[src/rtl/sfx_pkg.sv]
// Shared encodings and tone table for the sound-effect scheduler.
// Tone ids are ordered by priority so a plain magnitude compare decides preemption.
package sfx_pkg;

  typedef logic [15:0]        cnt_t;
  typedef logic signed [23:0] sample_t;

  typedef enum logic [1:0] {
    TONE_NONE  = 2'd0,
    TONE_MOVE  = 2'd1,
    TONE_SCORE = 2'd2,
    TONE_CRASH = 2'd3
  } tone_e;

  typedef enum logic [1:0] {
    ST_IDLE = 2'd0,
    ST_PLAY = 2'd1,
    ST_GAP  = 2'd2
  } state_e;

  localparam cnt_t    HP_MOVE   = 16'd48;
  localparam cnt_t    HP_SCORE  = 16'd24;
  localparam cnt_t    HP_CRASH  = 16'd120;
  localparam cnt_t    DUR_MOVE  = 16'd2400;
  localparam cnt_t    DUR_SCORE = 16'd4800;
  localparam cnt_t    DUR_CRASH = 16'd24000;
  localparam cnt_t    GAP_LEN   = 16'd240;
  localparam sample_t AMP       = 24'sh100000;

  function automatic cnt_t hp_of(input tone_e t);
    case (t)
      TONE_MOVE:  return HP_MOVE;
      TONE_SCORE: return HP_SCORE;
      TONE_CRASH: return HP_CRASH;
      default:    return 16'd1;
    endcase
  endfunction

  function automatic cnt_t dur_of(input tone_e t);
    case (t)
      TONE_MOVE:  return DUR_MOVE;
      TONE_SCORE: return DUR_SCORE;
      TONE_CRASH: return DUR_CRASH;
      default:    return '0;
    endcase
  endfunction

  // Pending vector layout: bit0 move, bit1 score, bit2 crash.
  function automatic logic [2:0] tone_bit(input tone_e t);
    case (t)
      TONE_MOVE:  return 3'b001;
      TONE_SCORE: return 3'b010;
      TONE_CRASH: return 3'b100;
      default:    return 3'b000;
    endcase
  endfunction

  function automatic tone_e pick(input logic [2:0] p);
    if (p[2])      return TONE_CRASH;
    else if (p[1]) return TONE_SCORE;
    else if (p[0]) return TONE_MOVE;
    else           return TONE_NONE;
  endfunction

endpackage

[src/rtl/sfx_scheduler_if.sv]
// Codec sample handshake between the scheduler (master) and the audio codec (slave).
interface sfx_scheduler_if;
  import sfx_pkg::*;

  logic    write_ready;
  logic    write;
  sample_t writedata_left;
  sample_t writedata_right;

  modport master (
    input  write_ready,
    output write, writedata_left, writedata_right
  );

  modport slave (
    output write_ready,
    input  write, writedata_left, writedata_right
  );
endinterface

[src/rtl/sfx_tone_gen.sv]
// Square-wave generator: phase counter and polarity, registered signed sample output.
module sfx_tone_gen
  import sfx_pkg::*;
(
  input  logic    clk,
  input  logic    reset,
  input  logic    start,
  input  cnt_t    half_period,
  input  logic    advance,
  input  logic    enable,
  output sample_t sample
);

  cnt_t    phase_q, phase_d;
  logic    pol_q, pol_d;
  sample_t sample_q, sample_d;

  always_comb begin
    phase_d = phase_q;
    pol_d   = pol_q;
    if (start) begin
      phase_d = '0;
      pol_d   = 1'b1;
    end else if (advance) begin
      if ({1'b0, phase_q} + 17'd1 >= {1'b0, half_period}) begin
        phase_d = '0;
        pol_d   = ~pol_q;
      end else begin
        phase_d = phase_q + 16'd1;
      end
    end
    // Built from next-cycle polarity so the register holds the sample of the current state.
    sample_d = enable ? (pol_d ? AMP : -AMP) : '0;
  end

  always_ff @(posedge clk) begin
    if (reset) begin
      phase_q  <= '0;
      pol_q    <= 1'b1;
      sample_q <= '0;
    end else begin
      phase_q  <= phase_d;
      pol_q    <= pol_d;
      sample_q <= sample_d;
    end
  end

  assign sample = sample_q;

endmodule

[src/rtl/sfx_scheduler.sv]
// Sound-effect scheduler: arbitrates move/score/crash requests and streams tone
// samples to the codec, one per write handshake, with a silent gap between tones.
module sfx_scheduler
  import sfx_pkg::*;
(
  input  logic                   clk,
  input  logic                   reset,
  input  logic                   req_move,
  input  logic                   req_score,
  input  logic                   req_crash,
  input  logic                   mute,
  sfx_scheduler_if.master        codec,
  output logic                   busy,
  output logic [1:0]             active_id
);

  state_e     state_q, state_d;
  tone_e      active_q, active_d;
  tone_e      want;
  cnt_t       dur_q, dur_d, gap_q, gap_d;
  logic [2:0] pend_q, pend_d, req;
  logic       write_q, write_d;
  logic       busy_q, busy_d;
  logic       launch, tone_start, tone_en;
  sample_t    sample;

  always_comb begin
    req        = {req_crash, req_score, req_move};
    state_d    = state_q;
    active_d   = active_q;
    dur_d      = dur_q;
    gap_d      = gap_q;
    launch     = 1'b0;
    tone_start = 1'b0;
    write_d    = codec.write_ready & ~write_q;
    pend_d     = pend_q | req;
    want       = pick(pend_d);

    case (state_q)
      ST_IDLE: launch = (want != TONE_NONE);
      ST_PLAY: begin
        // End of tone wins so a request in that same cycle is held for after the gap.
        if (write_q && dur_q <= 16'd1) begin
          state_d  = ST_GAP;
          active_d = TONE_NONE;
          dur_d    = '0;
          gap_d    = GAP_LEN;
        end else if (want > active_q) begin
          launch = 1'b1;
        end else if (|(req & tone_bit(active_q))) begin
          dur_d      = dur_of(active_q);
          tone_start = 1'b1;
          pend_d     = pend_d & ~tone_bit(active_q);
        end else if (write_q) begin
          dur_d = dur_q - 16'd1;
        end
      end
      ST_GAP: begin
        if (write_q) begin
          if (gap_q <= 16'd1) begin
            gap_d = '0;
            if (want != TONE_NONE) launch  = 1'b1;
            else                   state_d = ST_IDLE;
          end else begin
            gap_d = gap_q - 16'd1;
          end
        end
      end
      default: state_d = ST_IDLE;
    endcase

    if (launch) begin
      state_d    = ST_PLAY;
      active_d   = want;
      dur_d      = dur_of(want);
      tone_start = 1'b1;
      pend_d     = pend_d & ~tone_bit(want);
    end

    busy_d  = (state_d != ST_IDLE);
    tone_en = (state_d == ST_PLAY) && !mute;
  end

  always_ff @(posedge clk) begin
    if (reset) begin
      state_q  <= ST_IDLE;
      active_q <= TONE_NONE;
      dur_q    <= '0;
      gap_q    <= '0;
      pend_q   <= '0;
      write_q  <= 1'b0;
      busy_q   <= 1'b0;
    end else begin
      state_q  <= state_d;
      active_q <= active_d;
      dur_q    <= dur_d;
      gap_q    <= gap_d;
      pend_q   <= pend_d;
      write_q  <= write_d;
      busy_q   <= busy_d;
    end
  end

  sfx_tone_gen u_tone (
    .clk         (clk),
    .reset       (reset),
    .start       (tone_start),
    .half_period (hp_of(active_q)),
    .advance     (write_q),
    .enable      (tone_en),
    .sample      (sample)
  );

  assign codec.write           = write_q;
  assign codec.writedata_left  = sample;
  assign codec.writedata_right = sample;
  assign busy                  = busy_q;
  assign active_id             = active_q;

endmodule

[src/flat_wrapper.sv]
// flat-port wrapper written by rule: the top's interface ports become plain ports
module sfx_scheduler_flat import sfx_pkg::*;
  (clk, reset, req_move, req_score, req_crash, mute, busy, active_id, codec_write_ready, codec_write, codec_writedata_left, codec_writedata_right);
  sfx_scheduler_if codec_i ();
  input  logic clk;
  input  logic reset;
  input  logic req_move;
  input  logic req_score;
  input  logic req_crash;
  input  logic mute;
  output logic busy;
  output logic [1:0] active_id;
  input wire logic [$bits(codec_i.write_ready)-1:0] codec_write_ready;
  output wire logic [$bits(codec_i.write)-1:0] codec_write;
  output wire logic [$bits(codec_i.writedata_left)-1:0] codec_writedata_left;
  output wire logic [$bits(codec_i.writedata_right)-1:0] codec_writedata_right;
  assign codec_i.write_ready = codec_write_ready;
  assign codec_write = codec_i.write;
  assign codec_writedata_left = codec_i.writedata_left;
  assign codec_writedata_right = codec_i.writedata_right;
  sfx_scheduler u_core (.clk(clk), .reset(reset), .req_move(req_move), .req_score(req_score), .req_crash(req_crash), .mute(mute), .codec(codec_i), .busy(busy), .active_id(active_id));
endmodule
[config.mk]
export PLATFORM = sky130hd
export DESIGN_NAME = sfx_scheduler_flat
export DESIGN_NICKNAME = d
export VERILOG_FILES = /design/src/rtl/sfx_pkg.sv /design/src/rtl/sfx_scheduler_if.sv /design/src/rtl/sfx_tone_gen.sv /design/src/rtl/sfx_scheduler.sv /design/src/flat_wrapper.sv
export SDC_FILE = /design/constraint.sdc
export NUM_CORES = 1
export LEC_CHECK = 0
export ABC_AREA = 1
export CORE_UTILIZATION = 50
export DETAILED_ROUTE_END_ITERATION = 16
export PLACE_DENSITY = 0.77
export SYNTH_ARGS = -nofsm -noshare
export SYNTH_HDL_FRONTEND = slang
export SYNTH_SLANG_ARGS = --single-unit
[constraint.sdc]
create_clock -name clk -period 2.7 [get_ports clk]
set_input_delay 0.54 -clock clk [delete_from_list [all_inputs] [get_ports clk]]
set_output_delay 0.54 -clock clk [all_outputs]
set_load 0.005 [all_outputs]
Yosys cells after proc, flatten, opt, wreduce, memory -nomap -nowiden
Index checks and enable logic that the tools add are counted.
Word-level totals
  bits in registers: 82
  input bits: 7
  logic and storage cells: 112
Operators by class
  $add $sub $neg: 4
  magnitude comparators: 4
  eq/ne operators: 12
  mux-type cells: 56
  bitwise gates (word level): 10
  reduce and logical (&&, ||, !) cells: 16
Operators with widths (count)
  $mux W16: 10
  $pmux W15 S3: 2
  $mux W3: 13
  $le A16 B1 Y1 const B: 2
  $pmux W16 S2: 1
  $sub A16 B1 Y16 const B: 2
  $mux W24: 1
  $pmux W7 S3: 1
  $mux W2: 10
  $pmux W3 S3: 2
  $add A16 B1 Y17 const B: 1
  $ge A17 B16 Y1: 1
  $add A16 B1 Y16 const B: 1
  $mux W1: 14
  $eq A2 B2 Y1 const B: 5
  $reduce_bool A2 Y1: 5
  $and A3 B3 Y3: 3
  $eq A2 B1 Y1 const B: 4
  $not A3 Y3: 2
  $pmux W2 S3: 1
  $reduce_and A3 Y1: 2
  $ne A2 B1 Y1 const B: 2
  $reduce_bool A4 Y1: 1
  $reduce_or A2 Y1: 2
  11 further kinds: 14

Depth between registers and ports, before layout
  depth after elaboration: 22
  gate-level depth with buffers: 19
  gate-level depth less buffers: 19

Hierarchy
From an unflattened synthesis, not the netlist that was laid out.
Second synthesis, totals
  cells, all modules: 693
  area, all modules: 4554.4 um^2
By module, submodules not included
  sfx_scheduler: times used 1, cells an instance 446, area each 2924.1 um^2, sequential area each 820.8 um^2
  sfx_tone_gen: times used 1, cells an instance 247, area each 1630.3 um^2, sequential area each 380.4 um^2

Least setup slack after synthesis
No wires, ideal clock.
  path kind: input -> register
  start point: input port req_score
  end point: register u_core.dur_q[6]
  arrival: 2.329 ns
  data required time: 2.590 ns
  path slack: 0.261 ns
  stages on the path: 15
  path buffers: 2
  cell sequence: nor2_1 -> inv_1 -> nor2_1 -> nor2_1 -> ha_1 -> a22oi_2 -> nand3_2 -> nand2_4 -> nand2_4 -> buf_8 -> buf_8 -> nand3_2 -> nand3_1 -> nand2_1 -> inv_1
Between the ends
  word-level cells in the longest chain between the ends: 10
  elaborated cells on any way between the ends: 26
  those cells by class: order compare: 1; eq/ne: 4; mux: 14; bitwise: 2; reduce/logical: 5
RTL lines
  from (decl): RTL line flat_wrapper.sv:8  | input logic req_score;
  $or A3 B3 Y3: RTL line sfx_scheduler.sv:36  | pend_d = pend_q | req;
  $mux W2: RTL line sfx_pkg.sv:60  | else if (p[1]) return TONE_SCORE;
  $mux W2: RTL line sfx_pkg.sv:59  | if (p[2]) return TONE_CRASH;
  $reduce_bool A2 Y1: RTL line sfx_scheduler.sv:40, sfx_scheduler.sv:62
  $mux W1: RTL line sfx_scheduler.sv:62  | if (want != TONE_NONE) launch = 1'b1;
  $mux W1: RTL line sfx_scheduler.sv:60  | if (gap_q <= 16'd1) begin
  $mux W1: RTL line sfx_scheduler.sv:59  | if (write_q) begin
  $pmux W1 S3: RTL line sfx_scheduler.sv:39  | case (state_q)
  $ne A3 B1 Y1 (no source line), or another cell as far along
  $reduce_and A3 Y1 (no source line)
  to (signal assigned): RTL line sfx_scheduler.sv:96  | dur_q <= dur_d;
  to (decl): RTL line sfx_scheduler.sv:20  | cnt_t dur_q, dur_d, gap_q, gap_d;
Several ways; a longest one is shown, not always the timed one. The select of a mux whose other input is x is not followed.
A chain may end at the register's enable or synchronous reset.

Worst setup path in the final report
  start point: input port req_score
  end point: register u_core.dur_q[14]
Same word-level chain as after synthesis.

==> flow_metrics.tcl <==
set metrics [dict create \
    post_cts.repair.setup_buffers 0 \
    cts_sinks 60 \
    rsz0062_at_grt "false" \
    ys_seq_elements 60 \
    grt_pass1_wl_um 16900 \
    final_core_util_pct 56.2 \
    outcome "completed" \
    hold_class "reg2reg" \
    critPathRequiredTime_ps 2940 \
    worstSetupStartpointType "primary input" \
    crit_path_end_kind "flop" \
    ys_async_sr_fraction_pct 0 \
    setup_slack_ps 207 \
    grt_max_degree 18 \
    clock_latency_ps 350 \
    fin_worst_skew_ps 10.5 \
    ir_drop_uv 276 \
    syn_avg_cell_area_um2 6.75 \
    synthFlopType "dfxtp_1" \
    r2r_slack_ps 220 \
    antennaDiodeCount 0 \
    crit_type "in2reg" \
    dieHeight_um 97.2 \
    clock_path_buffers 2 \
    nNetsFinal 727 \
    p_per_area_mw_per_mm2 604 \
    htree_levels 3 \
    die_area_mm2 0.00945 \
    drt_iter0_drc 217 \
    p_leak_nw 2.24 \
    via_count 4135 \
    cts_buffers 9 \
    ant_nets 0 \
    fmax_mhz 401 \
    netlist_area_mm2 0.00453 \
    root_buffer "clkbuf_8" \
    initial_core_util_pct 51.7 \
    rows 34 \
    yosysUniqueCellTypes 46 \
    ys_seq_area_share_pct 26.5 \
    clk_pin_slew_ps 70 \
    place_congestion 0.943 \
    cp_max_fo 11 \
    grt_pass1_vias 3757 \
    synth_edf_count 0 \
    remaining_drc_errors 0 \
    post_drt_wl_per_cell_um 12.2 \
    syn2layout_area_growth_pct 8.73 \
    gr-total-overflow 0 \
    critPathArrivalTime_ps 2740 \
    fin_crit_ps 2490 \
    grt_util_all_layers_pct 21.6 \
    hold_viol 0 \
    vias_per_cell 5.06 \
    post-place-ws_ps -150 \
    yosys_warnings 0 \
    drive_gt1_share_pct 14.7 \
    portBuffers 18 \
    cts_resized 0 \
    dieWidth_um 97.2 \
    cts_tree "yes" \
    cts_hold_buf 0 \
    fin_crit_sh_pct 92.3 \
    syn_inst 671 \
    antenna_found_initial 0 \
    setup_viol_count_final 0 \
    core_region_area_mm2 0.00876 \
    routed_wl_um 9950 \
    dr.pass1.iters 7 \
    slew_violations 0 \
    dp_hpwl_um 7760 \
    cap_violations 0 \
    ios 59 \
]
Yosys cell counts, types with 2 or more instances:
master | n | area share [%]
clkinv_1 | 3 | 0.25
nor3_4 | 2 | 0.72
xor2_1 | 16 | 3.1
nor3_1 | 15 | 1.7
buf_6 | 2 | 0.50
nor2_4 | 8 | 2.0
nand2_2 | 6 | 0.83
clkbuf_1 | 4 | 0.33
buf_4 | 48 | 8.0
nor3_2 | 3 | 0.66
buf_2 | 2 | 0.22
nor4_1 | 3 | 0.41
a21oi_1 | 21 | 2.3
nand4_1 | 12 | 1.7
nor2_1 | 94 | 7.8
or2_2 | 4 | 0.55
or2_0 | 2 | 0.28
nand3_2 | 4 | 0.88
inv_2 | 4 | 0.33
ha_1 | 16 | 4.4
a21oi_2 | 7 | 1.4
o21ai_1 | 3 | 0.33
dfxtp_1 | 60 | 27
nand2_1 | 145 | 12
nor2_2 | 11 | 1.5
nand3_1 | 57 | 6.3
inv_4 | 2 | 0.28
xnor2_1 | 8 | 1.5
inv_1 | 65 | 5.4
o21ai_0 | 19 | 2.1
a221oi_1 | 2 | 0.39
nand2_4 | 7 | 1.7
buf_8 | 3 | 0.99
final cells by class:
class	instances	area, µm²
clock inverters	7	76.3
multi-input cells	516	2740
flip-flops and latches	60	1200
repair buffers	42	360
well taps	108	135
clock buffers	9	124
inverters	75	292
fillers	828	3840
layer usage:
layer | wire (µm) | GRT usage [%]
met3 | 445 | 4.32
met2 | 4810 | 37.3
met1 | 4530 | 27.0
met5 | 0 | 0
met4 | 155 | 6.66
final timing paths:
path / startpoint / to / cells after the start
max: req_score / u_core.dur_q[14]$_SDFFE_PP0P_ / 15
min: u_core.u_tone.phase_q[11]$_SDFFE_PP0P_ / u_core.u_tone.phase_q[11]$_SDFFE_PP0P_ / 2
max reg2reg: u_core.u_tone.phase_q[1]$_SDFFE_PP0P_ / u_core.u_tone.phase_q[5]$_SDFFE_PP0P_ / 14
min reg2reg: u_core.u_tone.phase_q[11]$_SDFFE_PP0P_ / u_core.u_tone.phase_q[11]$_SDFFE_PP0P_ / 2
per-stage QoR:
stage	total power, mW	std cells	setup TNS (ps)	cell area, µm²	hold slack, ps
2_1_floorplan	1.94	710	0	4680	447
3_3_place_gp	2.12	801	-2320	4720	465
3_5_place_dp	2.15	801	-3670	4720	473
4_1_cts	2.97	817	0	4920	491
5_1_grt	3.19	817	0	4930	524
6_report	2.97	817	0	4930	490
worst max-delay path, stage by stage:
cell and delay, ps:
clkdlybuf4s50_1 460, nor2_1 160, inv_1 70, nor2_1 150
nor2_1 60, ha_1 280, a22oi_2 220, nand3_2 120
nand2_4 110, nand2_4 110, buf_4 200, nand3_1 70
nand3_1 80, nand2_1 60, inv_1 40
sequential cells by signal (all words and copies together), names as in the netlist:
| signal | count |
|---|---|
| u_core.gap_q | 16 |
| u_core.codec.write | 1 |
| u_core.active_id | 2 |
| u_core.u_tone.phase_q | 16 |
| u_core.pend_q | 3 |
| u_core.u_tone.pol_q | 1 |
| u_core.u_tone.sample | 2 |
| u_core.state_q | 2 |
| u_core.busy | 1 |
| u_core.dur_q | 16 |
power by group:
group          internal [mW]  switching, mW  total (mW)  leakage (nW)
combinational          0.419          0.670        1.09          1.65
clock                  0.430          0.396       0.826        0.0958
sequential             0.962         0.0966        1.06         0.491
total                   1.81           1.16        2.97          2.24
kinds of logic after synthesis:
kind of cell               count (synthesis)  synth area share, %
xor gates and xnor gates                  25                 5.00
buffers and inverters                    134                 16.4
AOI/OAI and AO/OA                         60                 8.26
adders and majority gates                 16                 4.42
and+or+nand+nor                          375                 39.3
DFF                                       60                 26.5
other                                      1               0.0828
placed cells by master, fill, tap and decap left out, types with 4 or more instances in the layout:
master,synthesis,final
inv_1,65,65
clkdlybuf4s50_1,0,18
nand4_1,12,12
buf_4,48,24
a21oi_1,21,21
nand3_1,57,57
or2_2,4,4
a21oi_2,7,7
nand2_1,145,145
o21ai_0,19,19
nor2_1,94,94
dfxtp_1,60,59
nor2_4,8,8
nor3_1,15,15
nand2_4,7,8
nand2_2,6,5
ha_1,16,16
clkbuf_8,0,9
xnor2_1,8,8
nor2_2,11,11
nand3_2,4,4
inv_2,4,4
conb_1,1,40
xor2_1,16,16
Note: power is estimated with default switching activity, not from simulation.
